===== config.mk =====
export PLATFORM = sky130hd
export DESIGN_NAME = alu_cmd_sequencer
export DESIGN_NICKNAME = d
export VERILOG_FILES = /design/src/rtl/alu_cmd_sequencer.sv
export SDC_FILE = /design/constraint.sdc
export NUM_CORES = 1
export LEC_CHECK = 0
export CAP_MARGIN = 20
export CELL_PAD_IN_SITES_DETAIL_PLACEMENT = 0
export CELL_PAD_IN_SITES_GLOBAL_PLACEMENT = 2
export CORE_AREA = 3 3 96 98
export CTS_CLUSTER_SIZE = 28
export DETAILED_ROUTE_END_ITERATION = 8
export DIE_AREA = 0 0 99 101
export HOLD_SLACK_MARGIN = 0.05
export PLACE_DENSITY = 0.77
export SLEW_MARGIN = 40
export SYNTH_ARGS = -nofsm -noshare
export SYNTH_HDL_FRONTEND = slang
export SYNTH_SLANG_ARGS = --single-unit

===== constraint.sdc =====
create_clock -name clk -period 5 [get_ports clk]
set_input_delay 1 -clock clk [delete_from_list [all_inputs] [get_ports clk]]
set_output_delay 1 -clock clk [all_outputs]
set_load 0.05 [all_outputs]

===== src/rtl/alu_cmd_sequencer.sv =====
// alu_cmd_sequencer: byte-stream command front-end for the 8-bit combinational ALU.
// Collects opcode/op1/op2 bytes, holds them on the ALU inputs, captures the result
// and flags, and returns them on a valid/ready response port.
// Optional feature macro: ALU_STICKY_FLAGS_EN adds sticky carry/overflow flags.
module alu_cmd_sequencer #(
    parameter int unsigned TIMEOUT = 255,
    parameter int unsigned CNT_W   = 16
) (
    input  logic             clk,
    input  logic             rst,
    input  logic             in_valid,
    output logic             in_ready,
    input  logic [7:0]       in_data,
    output logic [7:0]       alu_op1,
    output logic [7:0]       alu_op2,
    output logic [2:0]       alu_operator,
    input  logic [7:0]       alu_res,
    input  logic             alu_s,
    input  logic             alu_c,
    input  logic             alu_z,
    input  logic             alu_ov,
    output logic             out_valid,
    input  logic             out_ready,
    output logic [7:0]       out_res,
    output logic [3:0]       out_flags,
    output logic             err_timeout,
    output logic [CNT_W-1:0] op_count
`ifdef ALU_STICKY_FLAGS_EN
    ,
    input  logic             sticky_clr,
    output logic             sticky_c,
    output logic             sticky_ov
`endif
);

    localparam logic [2:0] OpNot = 3'b101;
    localparam logic [2:0] OpLsl = 3'b110;
    localparam logic [2:0] OpLsr = 3'b111;

    // Counter only needs to reach TIMEOUT-1; the hit is detected one step early.
    localparam int unsigned TmoW = (TIMEOUT > 0) ? $clog2(TIMEOUT + 1) : 1;
    localparam logic [TmoW-1:0] TmoLast = (TIMEOUT > 0) ? TmoW'(TIMEOUT - 1) : '0;

    typedef enum logic [2:0] {StOpc, StOp1, StOp2, StExec, StResp} state_e;

    state_e          state_q, state_d;
    logic [TmoW-1:0] tmo_cnt_q;
    logic            accept;
    logic            in_frame;
    logic            is_unary;
    logic            tmo_hit;
    logic            resp_done;

    // State register.
    always_ff @(posedge clk or posedge rst) begin
        if (rst) begin
            state_q <= StOpc;
        end else begin
            state_q <= state_d;
        end
    end

    // Next-state decode plus handshake outputs.
    always_comb begin
        state_d   = state_q;
        out_valid = 1'b0;
        resp_done = 1'b0;
        in_ready  = (state_q == StOpc) || (state_q == StOp1) || (state_q == StOp2);
        in_frame  = (state_q == StOp1) || (state_q == StOp2);
        accept    = in_valid && in_ready;
        is_unary  = (alu_operator == OpNot) || (alu_operator == OpLsl) ||
                    (alu_operator == OpLsr);
        // An accepted byte always beats a timeout on the same edge.
        tmo_hit   = (TIMEOUT > 0) && in_frame && !accept && (tmo_cnt_q == TmoLast);
        unique case (state_q)
            StOpc: begin
                if (accept) state_d = StOp1;
            end
            StOp1: begin
                if (accept) state_d = is_unary ? StExec : StOp2;
                else if (tmo_hit) state_d = StOpc;
            end
            StOp2: begin
                if (accept) state_d = StExec;
                else if (tmo_hit) state_d = StOpc;
            end
            StExec: begin
                state_d = StResp;
            end
            StResp: begin
                out_valid = 1'b1;
                if (out_ready) begin
                    state_d   = StOpc;
                    resp_done = 1'b1;
                end
            end
            default: state_d = StOpc;
        endcase
    end

    // Inter-byte idle counter; only meaningful while a frame is partially received.
    always_ff @(posedge clk or posedge rst) begin
        if (rst) begin
            tmo_cnt_q <= '0;
        end else if (!in_frame || accept || tmo_hit) begin
            tmo_cnt_q <= '0;
        end else if (TIMEOUT > 0) begin
            tmo_cnt_q <= tmo_cnt_q + 1'b1;
        end
    end

    // Operand/operator capture, result capture, error pulse and op counter.
    always_ff @(posedge clk or posedge rst) begin
        if (rst) begin
            alu_operator <= '0;
            alu_op1      <= '0;
            alu_op2      <= '0;
            out_res      <= '0;
            out_flags    <= '0;
            err_timeout  <= 1'b0;
            op_count     <= '0;
        end else begin
            err_timeout <= tmo_hit;
            if (accept && (state_q == StOpc)) begin
                alu_operator <= in_data[2:0];
            end
            if (accept && (state_q == StOp1)) begin
                alu_op1 <= in_data;
                if (is_unary) alu_op2 <= '0;
            end
            if (accept && (state_q == StOp2)) begin
                alu_op2 <= in_data;
            end
            if (state_q == StExec) begin
                out_res   <= alu_res;
                out_flags <= {alu_s, alu_c, alu_z, alu_ov};
            end
            if (resp_done) begin
                op_count <= op_count + CNT_W'(1);
            end
        end
    end

`ifdef ALU_STICKY_FLAGS_EN
    // Sticky flags accumulate across captures; a clear during a capture keeps only the new value.
    always_ff @(posedge clk or posedge rst) begin
        if (rst) begin
            sticky_c  <= 1'b0;
            sticky_ov <= 1'b0;
        end else if (state_q == StExec) begin
            if (sticky_clr) begin
                sticky_c  <= alu_c;
                sticky_ov <= alu_ov;
            end else begin
                sticky_c  <= sticky_c | alu_c;
                sticky_ov <= sticky_ov | alu_ov;
            end
        end else if (sticky_clr) begin
            sticky_c  <= 1'b0;
            sticky_ov <= 1'b0;
        end
    end
`endif

endmodule


Yosys cells after proc, flatten, opt, wreduce, memory -nomap -nowiden
Cells that the tools add are included.
Word-level totals
  flip-flop bits (word level): 59
  input port bits: 24
  word-level logic and storage cells: 55
Operators by class
  add/subtract/negate cells: 2
  equality and inequality tests: 10
  muxes and demuxes: 14
  reduce and logical (&&, ||, !) cells: 20
Operators by type and width (count)
  8-bit two-way mux: 4
  16-bit by 1-bit adder with 16-bit output (second input constant): 1
  3-bit two-way mux: 5
  3-bit one-hot mux with 5 select lines: 1
  3-bit equality test (second input constant): 4
  8-bit by 1-bit adder with 8-bit output (second input constant): 1
  8-bit equality test (second input constant): 1
  1-bit logical OR: 7
  3-bit by 2-bit equality test with 1-bit output (second input constant): 2
  1-bit logical AND: 6
  1-bit two-way mux: 4
  2-bit != test (second input constant): 2
  2-bit AND reduction: 2
  2-bit nonzero test: 2
  3-bit by 1-bit equality test with 1-bit output (second input constant): 1
  3-bit zero test: 1
  1-bit zero test: 2

Longest topological paths before layout
Gate-level depths: netlist of run 1.
  depth after elaboration: 10
  depth in mapped cells: 6
  mapped depth without buffers: 6

Worst setup path after synthesis of run 1
Ideal clock, no wire load.
  kind: register -> output
  start: register state_q[1]
  end: output port in_ready
  arrival time: 1.312 ns
  data required time: 4.000 ns
  setup slack: 2.688 ns
  cell stages (with the launch flop): 3
  cells stage by stage: dfrtp_1 -> buf_2 -> a21oi_1
On the way
  longest elaborated chain between the ends: 3
  elaborated cells between the ends (all ways): 5
RTL lines
  start, declared: RTL line 46  | state_e state_q, state_d;
  start signal, assigned: RTL line 57  | state_q <= StOpc;
  start signal, assigned: RTL line 59  | state_q <= state_d;
  3-bit by 1-bit equality test with 1-bit output or 3-bit zero test (tied branches): RTL line 68  | in_ready = (state_q == StOpc) || (state_q == StOp1) || (state_q == StOp2);
  1-bit logical OR: RTL line 68
  1-bit logical OR *: RTL line 68
  end, declared: RTL line 12  | output logic in_ready,
Mark *: on every way between the ends. The rest lies on a longest branch, timed or not.

Final worst setup path of run 1
  start: register state_q[2]
  end: output port out_valid
On the way
  longest elaborated chain between the ends: 2
RTL lines
  3-bit equality test: RTL line 75  | unique case (state_q)
  1-bit two-way mux: RTL line 75
  end, declared: RTL line 22  | output logic out_valid,
Every way passes these cells.

==> metrics, run 1 <==
status finished clean; Syn Inst Count 213; CP peak stage delay a little over 0.8 ns; DRT Wirelength between 5000 and 6000 um; total I/O pin count 74; element type at the critical path end primary output; commonest non-fill, non-tap cell in the layout clkdlybuf4s50_1; CTS Buffer Depth 2; Hold Crit Start op_count[15]$_DFFE_PP0P_; Leak between 1 and 1.5 nW; Fmax achieved about 320 MHz; vias in the first global route approximately 1.8k; die height around 100 um; WP data arrival around 2.1 ns; share of cells above drive strength 1 between 10% and 20%; starting density of the core roughly 29%; number of vias per cell 4.495; nets@finish around 320; skew final around 0.0071 ns; Pint ~1.2 mW; drt initial violations 26; largest net degree at the start of global routing 39; total power ~2.2 mW; sequential cell area fraction in the yosys report 59.18%; PostCTS Resize Cnt 0; Post-DP HPWL between 3000 and 4000 um; synthesized area ~0.0025 mm2; Pwr Density 623.9 mW/mm2; unrepaired setup endpoints after global routing false; Flop pwr share between 30% and 40%; actual slew at the worst max-slew pin between 0.6 and 0.7 ns; Crit Path Class flop to primary output; Crit path top cell by count inv_1; Min Hold Slack 0.4743 ns; GR Overflow Total 0; critical-path cell list inv_1 > or3_1 > inv_1 > clkdlybuf4s50_1; TritonCTS clock tree done; via count between 1.5k and 2k; period utilization between 60% and 70%; port buffer count between 70 and 80; CP Data Required Time 4.00 ns; setup TNS 0 ns; Post-CTS Hold Fix Bufs 0; syn_nets 240; synth unique cells 28; drt wl/cell 13.52 um; total CTS buffers 9; max-cap violations 0; first-pass GRT wire length approximately 9200 um; Clock transition at path regs 0.06 ns; synthesis-to-finish area growth 40.57%; ANT cells 0; sw power just under 1 mW; Synth warnings 0; Die Wd ~100 um; later-pin clock latency in the skew report between 0.3 and 0.4 ns; sw frac about 45%; hold violation count in the final report 0; commonest non-fill, non-tap cells in the layout clkdlybuf4s50_1 (73), dfrtp_1 (59), nand2_1 (28), mux2_2 (23), xnor2_1 (17); pins over their slew limit 0; root buf cell clkbuf_8; Worst Hold Class flop to flop; min Tclk post-route about 3.1 ns; htree depth 3; Post-route DRC 0; worst relative slew slack approximately 55%; crit path from state_q[2]$_DFFE_PP0P_; Total GRT Usage 11.77%; Final Setup Violations 0; Synth Area per Inst 11.71 um2; ANT nets after route 0; Setup Buffers After CTS 0; Comb pwr share between 40% and 50%; worst r2r src state_q[1]$_DFFE_PP0P_; clock share of power roughly 17%; Worst IR Drop VDD about 0.00038 V; total die area between 0.009 and 0.01 mm2; CP startpoint kind flop; row cnt 34; CTS sink cnt 59; initial antenna violation count 0; maximum fanout along the worst path 7; core area around 0.0086 mm2; GPL Wtd Cong approximately 0.73; FF+latch count, synth 59; drt first pass iters 4; slowest library cell on the worst path clkdlybuf4s50_1
-- synth_stat cells --
library cell / number / area share, %
a21oi_1: 6 / 1.2
a31oi_1: 1 / 0.25
a32o_1: 1 / 0.40
and3_1: 5 / 1.3
and4_1: 1 / 0.35
and4bb_1: 1 / 0.50
buf_2: 3 / 0.60
buf_4: 1 / 0.30
clkbuf_1: 2 / 0.30
dfrtp_1: 59 / 59
ha_1: 3 / 1.5
inv_1: 4 / 0.60
mux2_2: 23 / 10
nand2_1: 28 / 4.2
nand2b_1: 2 / 0.50
nand2b_4: 1 / 0.55
nand3_1: 11 / 2.2
nand4_1: 6 / 1.5
nand4bb_1: 1 / 0.45
nor2_1: 10 / 1.5
nor2_2: 1 / 0.25
nor3_1: 4 / 0.80
nor3_2: 1 / 0.40
o211ai_1: 1 / 0.30
o21ai_0: 14 / 2.8
or3_1: 4 / 1.0
xnor2_1: 17 / 6.0
xor2_1: 2 / 0.70
-- kinds of logic after synthesis --
family          Yosys count  synth area share [%]
simple gates             76                 15.50
flops                    59                 59.18
compound gates           23                 4.965
mux                      23                 10.38
xor+xnor                 19                 6.670
buf+inv                  10                 1.805
fa+ha+maj                 3                 1.505
-- metrics by stage --
step | setup WS (ns) | cells | cell area, um2 | util (%)
6_report | 1.870 | 404 | 3507 | 41.02
5_1_grt | 1.791 | 404 | 3507 | 41.02
4_1_cts | 1.855 | 404 | 3506 | 41.00
3_5_place_dp | 2.218 | 389 | 3338 | 39.04
3_3_place_gp | 2.236 | 389 | 3338 | 39.04
2_1_floorplan | 2.544 | 213 | 2495 | -
-- sequential cells by signal, summed over array words and instances, names as in the netlist --
register / flops
state_q: 3
alu_op1: 8
tmo_cnt_q: 8
out_flags: 4
alu_operator: 3
alu_op2: 8
err_timeout: 1
out_res: 8
op_count: 16
-- power groups by stage --
stage	clock network [mW]	logic [mW]	registers, mW
floorplan	0	0.299	1.17
global route	0.407	1.15	0.754
finish	0.369	1.09	0.732
CTS	0.388	1.10	0.734
detailed placement	0	1.10	0.742
global placement	0	1.09	0.739
-- worst paths after layout --
check | end | slack (ns) | cells after the start
max in group asynchronous | out_res[2]$_DFFE_PP0N_ | 3.21 | 3
hold / removal | op_count[15]$_DFFE_PP0P_ | 0.47 | 1
min in group asynchronous | op_count[14]$_DFFE_PP0P_ | 1.07 | 2
hold reg to reg | op_count[15]$_DFFE_PP0P_ | 0.47 | 1
setup / recovery | out_valid | 1.87 | 4
setup reg to reg | op_count[13]$_DFFE_PP0P_ | 3.33 | 4
-- area by class of cell --
cell class / count / area [um2]
clock buffer: 10 / 137.6
clock inverter: 5 / 30.03
fill: 858 / 5044
inverter: 4 / 16.27
multi-input combinational: 144 / 973.4
sequential: 59 / 1476
tap: 108 / 135.1
timing repair buffer: 74 / 738.2
-- worst max-delay path, delay by kind of cell (launching register included) --
| family | cells | cell delay, ns |
|---|---|---|
| simple gates | 1 | 0.38 |
| buf+inv | 3 | 0.98 |
| flops | 1 | 0.44 |
-- routing by layer --
layer	track usage [%]	vias up	part of all wire, %
li1	-	896	-
met1	15.51	855	48
met2	17.25	55	43
met3	4.706	10	7.2
met4	4.727	0	1.8
met5	0	-	0
Power figures use the tool's default switching activity.
==> run 2: changes to the inputs <==
--- a/config.mk
+++ b/config.mk
@@ -8,12 +8,12 @@
 export CAP_MARGIN = 20
 export CELL_PAD_IN_SITES_DETAIL_PLACEMENT = 0
 export CELL_PAD_IN_SITES_GLOBAL_PLACEMENT = 2
-export CORE_AREA = 3 3 96 98
+export CORE_AREA = 3 3 101 103
 export CTS_CLUSTER_SIZE = 28
 export DETAILED_ROUTE_END_ITERATION = 8
-export DIE_AREA = 0 0 99 101
+export DIE_AREA = 0 0 104 106
 export HOLD_SLACK_MARGIN = 0.05
-export PLACE_DENSITY = 0.77
+export PLACE_DENSITY = 0.73
 export SLEW_MARGIN = 40
 export SYNTH_ARGS = -nofsm -noshare
 export SYNTH_HDL_FRONTEND = slang
==> constraint.sdc (replaced) <==
create_clock -name clk -period 2.57 [get_ports clk]
set_input_delay 0.514 -clock clk [delete_from_list [all_inputs] [get_ports clk]]
set_output_delay 0.514 -clock clk [all_outputs]
set_load 0.05 [all_outputs]
==> run 2 against run 1 <==
Compared with the run above:
- first-iteration DRC count grew to 3.7 times the previous value
- core utilization shrank 2.6 points
- cell area grew 1.6%
- die area grew 10%
- worst hold slack gained 0.0017 ns
- clock-buffer cell count grew 1
- cell count grew 5.4%
- sequential share of layout area shrank 0.65 points
- setup slack lost 1.7 ns
- critical endpoint is now in_ready
- largest cell class unchanged
==> metrics, run 2 (synthesized netlist as in run 1, its figures left out) <==
largest net degree at the start of global routing 36 (-7.7%); Setup Buffers After CTS 0 (unchanged); Leak 1.456 nW (+0.76%); Post-DP HPWL 4122 um (+5.0%); setup TNS 0 ns (unchanged); ANT cells 0 (unchanged); GR Overflow Total 0 (unchanged); core area 0.009284 mm2 (+8.6%); synthesis-to-finish area growth 42.78%; actual slew at the worst max-slew pin 0.6205 ns (-0.04681 ns); Worst Hold Class flop to flop; Die Wd 104 um (+5.1%); skew final 0.01020 ns (+0.003117 ns); Hold Path End op_count[15]$_DFFE_PP0P_; pre-CTS setup slack 0.4235 ns (-1.794 ns); post-layout util 38.37% (-2.6 points); ANT nets after route 0 (unchanged); total CTS buffers 9 (unchanged); initial antenna violation count 0 (unchanged); commonest non-fill, non-tap cell in the layout clkdlybuf4s50_1; r2r setup slk 0.92 ns (-2.41 ns); CTS sink cnt 59 (unchanged); CTS Buffer Depth 2 (unchanged); Hold Crit Start op_count[15]$_DFFE_PP0P_; DRT Wirelength 5730 um (+4.9%); hold violation count in the final report 0 (unchanged); status finished clean; CP startpoint kind flop; Post-CTS Hold Fix Bufs 0 (unchanged); worst r2r src state_q[1]$_DFFE_PP0P_; row cnt 35 (+2.9%); Fmax achieved approximately 420 MHz; CP Data Required Time 2.06 ns (-1.94 ns); total power 4.336 mW (+98%); via count 1,843 (+1.5%); worst relative slew slack 58.52% (+3.1 points); drt initial violations 97 (+270%); worst reg2reg path depth 4 (unchanged); period utilization ~93%; Post-route DRC 0 (unchanged); number of vias per cell 4.326 (-3.8%); total I/O pin count 74 (unchanged); Worst IR Drop VDD 0.0007137 V (+87%); share of cells above drive strength 1 15.15% (+0.62 points); port buffer count 73 (unchanged); total die area 0.01102 mm2 (+10%); TritonCTS clock tree done; Final Setup Violations 0 (unchanged); commonest non-fill, non-tap cells in the layout clkdlybuf4s50_1 (72), dfrtp_1 (59), nand2_1 (28), mux2_2 (23), xnor2_1 (17); max-cap violations 0 (unchanged); final worst slack 0.1836 ns (-1.687 ns); nets@finish 319 (unchanged); drt wl/cell 13.45 um (-0.55%); WP data arrival 1.87 ns (-0.26 ns); first-pass GRT wire length 9660 um (+5.3%); drt first pass iters 4 (unchanged); root buf cell clkbuf_8; Clock transition at path regs 0.07 ns (about the same); Total GRT Usage 11.06% (-0.71 points); pins over their slew limit 0 (unchanged); starting density of the core 26.87% (-2.3 points); maximum fanout along the worst path 12 (+5); element type at the critical path end primary output; Pwr Density 1217 mW/mm2 (+95%); Crit Path Class flop to primary output; Biggest register op_count; max reg flops 16 (unchanged); FF-to-FF End op_count[13]$_DFFE_PP0P_; Worst Hold Path Cells 1 (unchanged); vias in the first global route 1,840 (-0.22%); min Tclk post-route roughly 2.4 ns; GPL Wtd Cong 0.6984 (-4.4%); htree depth 3 (unchanged); PostCTS Resize Cnt 0 (unchanged); later-pin clock latency in the skew report 0.34 ns (about the same); unrepaired setup endpoints after global routing false; Fillers 960 (+12%); die height 106 um (+5.0%)
==> run 2: where the power goes <==
part	leakage (nW)	switching, mW	internal, mW
combinational	0.611	1.34	0.773
sequential	0.757	0.216	1.22
clock	0.0880	0.385	0.404
==> run 2: worst max path at each step <==
stage	from	endpoint	depth (start not counted)
global placement	in_valid	alu_operator[2]$_DFFE_PP0P_	4
floorplan	rst	alu_op1[0]$_DFFE_PP0P_	1
global route	state_q[1]$_DFFE_PP0P_	in_ready	2
finish	state_q[1]$_DFFE_PP0P_	in_ready	2
CTS	state_q[1]$_DFFE_PP0P_	in_ready	2
detailed placement	in_valid	alu_op1[4]$_DFFE_PP0P_	4
==> run 2: per-stage QoR <==
step                hold slack (ns)  cells  area (um2)
global route                 0.5240    426        3562
finish                       0.4760    426        3562
detailed placement           0.4714    410        3374
floorplan                    0.4606    213        2495
global placement             0.4733    410        3374
CTS                          0.4838    426        3562
==> run 2: routing by layer <==
metal,vias up,share of wire [%],GRT usage (%)
met2,53,44,16.11
met1,887,48,14.70
met4,0,2.2,5.698
met3,11,6.1,3.522
li1,892,-,-
met5,-,0,0
==> run 2: cell type report <==
type	count	area, um2	area share, %
clock buffer	11	151.4	4.250
clock inverter	5	36.28	1.019
inverter	4	15.01	0.4215
sequential	59	1476	41.45
multi-input combinational	144	973.4	27.33
timing repair buffer	74	748.2	21.00
tap	129	161.4	4.531
==> run 2: worst max-delay path, stage by stage, from the launching register on <==
cell and delay (ns):
dfrtp_1 0.49, a21oi_1 0.21, clkdlybuf4s50_1 0.83
==> run 3: changes to the inputs <==
--- a/config.mk
+++ b/config.mk
@@ -9,6 +9,7 @@
 export CELL_PAD_IN_SITES_DETAIL_PLACEMENT = 0
 export CELL_PAD_IN_SITES_GLOBAL_PLACEMENT = 2
 export CORE_AREA = 3 3 101 103
+export CTS_BUF_LIST = sky130_fd_sc_hd__clkbuf_16
 export CTS_CLUSTER_SIZE = 28
 export DETAILED_ROUTE_END_ITERATION = 8
 export DIE_AREA = 0 0 104 106
==> run 3 against run 2 <==
Compared with the run above:
- sequential share of layout area down 0.93 points
- via count up 0.60%
- first-iteration DRC count down 1.0%
- global-route usage about the same
- worst hold slack worse by 0.0019 ns
- largest power group unchanged
- highest routed layer unchanged
- non-clock buffer count unchanged
- power up 6.3%
- wire length down 0.40%
- sequential power about the same
- register-to-register slack better by 0.02 ns
- cell area up 2.3%
==> metrics, run 3 (synthesized netlist as in run 1, its figures left out) <==
WP data arrival 1.86 ns (about the same); Fmax achieved 422.1 MHz (+0.73%); vias in the first global route 1,839 (-0.054%); post-route cell area 0.003643 mm2 (+2.3%); first-pass GRT wire length 9632 um (-0.29%); Leak 1.491 nW (+2.4%); CP startpoint kind flop; commonest non-fill, non-tap cells in the layout clkdlybuf4s50_1 (72), dfrtp_1 (59), nand2_1 (28), mux2_2 (23), xnor2_1 (17); synthesis-to-finish area growth 46.04%; Final Setup Violations 0 (unchanged); via count 1,854 (+0.60%); unrepaired setup endpoints after global routing false; total CTS buffers 9 (unchanged); Setup Buffers After CTS 0 (unchanged); Fillers 954 (-0.63%); core area 0.009284 mm2 (unchanged); initial antenna violation count 0 (unchanged); number of vias per cell 4.352 (+0.60%); GR Overflow Total 0 (unchanged); PostCTS Resize Cnt 0 (unchanged); placed insts 410 (unchanged); commonest non-fill, non-tap cell in the layout clkdlybuf4s50_1; status finished clean; nets@finish 319 (unchanged); Post-route DRC 0 (unchanged); ANT cells 0 (unchanged); Biggest register op_count; Worst Hold Class flop to flop; register area 0.001476 mm2 (unchanged); Die Wd 104 um (unchanged); skew final 0.005982 ns (-0.004218 ns); Post-CTS Hold Fix Bufs 0 (unchanged); post-layout util 39.25% (+0.88 points); port buffer count 73 (unchanged); Pwr Density 1264 mW/mm2 (+3.9%); share of cells above drive strength 1 14.48% (-0.67 points); setup TNS 0 ns (unchanged); CP Data Required Time 2.06 ns (about the same); ANT nets after route 0 (unchanged); CTS Buffer Depth 2 (unchanged); TritonCTS clock tree done; element type at the critical path end primary output; htree depth 3 (unchanged); largest net degree at the start of global routing 36 (unchanged); Total GRT Usage 11.03% (-0.026 points); DRT Wirelength 5707 um (-0.40%); Clock transition at path regs 0.05 ns (-0.02 ns); Multi-input gate area 973.4 um2 (unchanged); drt first pass iters 4 (unchanged); Min Hold Slack 0.4741 ns (-0.001875 ns); min Tclk post-route 2.369 ns (-0.01730 ns); die height 106 um (unchanged); root buf cell clkbuf_16; period utilization 92.18% (-0.67 points); drt initial violations 96 (-1.0%); maximum fanout along the worst path 12 (unchanged); hold violation count in the final report 0 (unchanged); pre-CTS setup slack 0.4235 ns (unchanged); total power 4.607 mW (+6.3%); Worst IR Drop VDD 0.0007057 V (-1.1%); dpl cell area 0.003374 mm2 (unchanged); final worst slack 0.2009 ns (+0.01730 ns); actual slew at the worst max-slew pin 0.6198 ns (-0.0006976 ns); CTS sink cnt 59 (unchanged); drt wl/cell 13.40 um (-0.40%); later-pin clock latency in the skew report 0.32 ns (-0.02 ns); total die area 0.01102 mm2 (unchanged); max reg flops 16 (unchanged); Crit Path Class flop to primary output; Post-DP HPWL 4122 um (unchanged); GPL Wtd Cong 0.6984 (unchanged); max-cap violations 0 (unchanged); Final Non-Filler Cells 426 (unchanged); worst relative slew slack 58.56% (about the same); starting density of the core 26.87% (unchanged); pins over their slew limit 0 (unchanged); row cnt 35 (unchanged); total I/O pin count 74 (unchanged)
-- run 3: cell count changes in the layout (fill, tap and decap cells not counted), sizes merged --
cell and change:
clkinv +2, clkbuf -2
-- run 3: report_power, final --
part,switching (mW),total (mW),internal (mW)
Combinational,1.34,2.12,0.774
Clock,0.412,1.06,0.645
Sequential,0.215,1.43,1.22
Total,1.97,4.61,2.64
-- run 3: layout make-up --
cell class	count	area share (%)
inverters	4	0.4121
well taps	129	4.430
flip-flops and latches	59	40.52
multi-input cells	144	26.72
clock buffers	9	6.181
clock inverters	7	1.202
repair buffers	74	20.54
-- run 3: layer usage --
layer	up-vias	global-route usage [%]	routed length (um)
met5	-	0	0
met4	0	3.989	57
met3	5	4.614	398
met2	58	16.11	2570
met1	895	14.62	2681
li1	896	-	-
-- run 3: path summary, 6_finish.rpt --
kind,from,to,slack (ns),cells past startpoint
max in group asynchronous,rst,err_timeout$_DFF_PP0_,1.42,3
worst min register to register,op_count[15]$_DFFE_PP0P_,op_count[15]$_DFFE_PP0P_,0.47,1
worst max-delay path,state_q[1]$_DFFE_PP0P_,in_ready,0.20,2
worst max register to register,state_q[1]$_DFFE_PP0P_,op_count[15]$_DFFE_PP0P_,0.94,4
min in group asynchronous,rst,out_res[0]$_DFFE_PP0N_,0.56,2
worst min-delay path,op_count[15]$_DFFE_PP0P_,op_count[15]$_DFFE_PP0P_,0.47,1
-- run 3: worst max-delay path, cell delays in order, from the launching register on --
cell	delay, ns
dfrtp_1	0.48
a21oi_1	0.22
clkdlybuf4s50_1	0.83
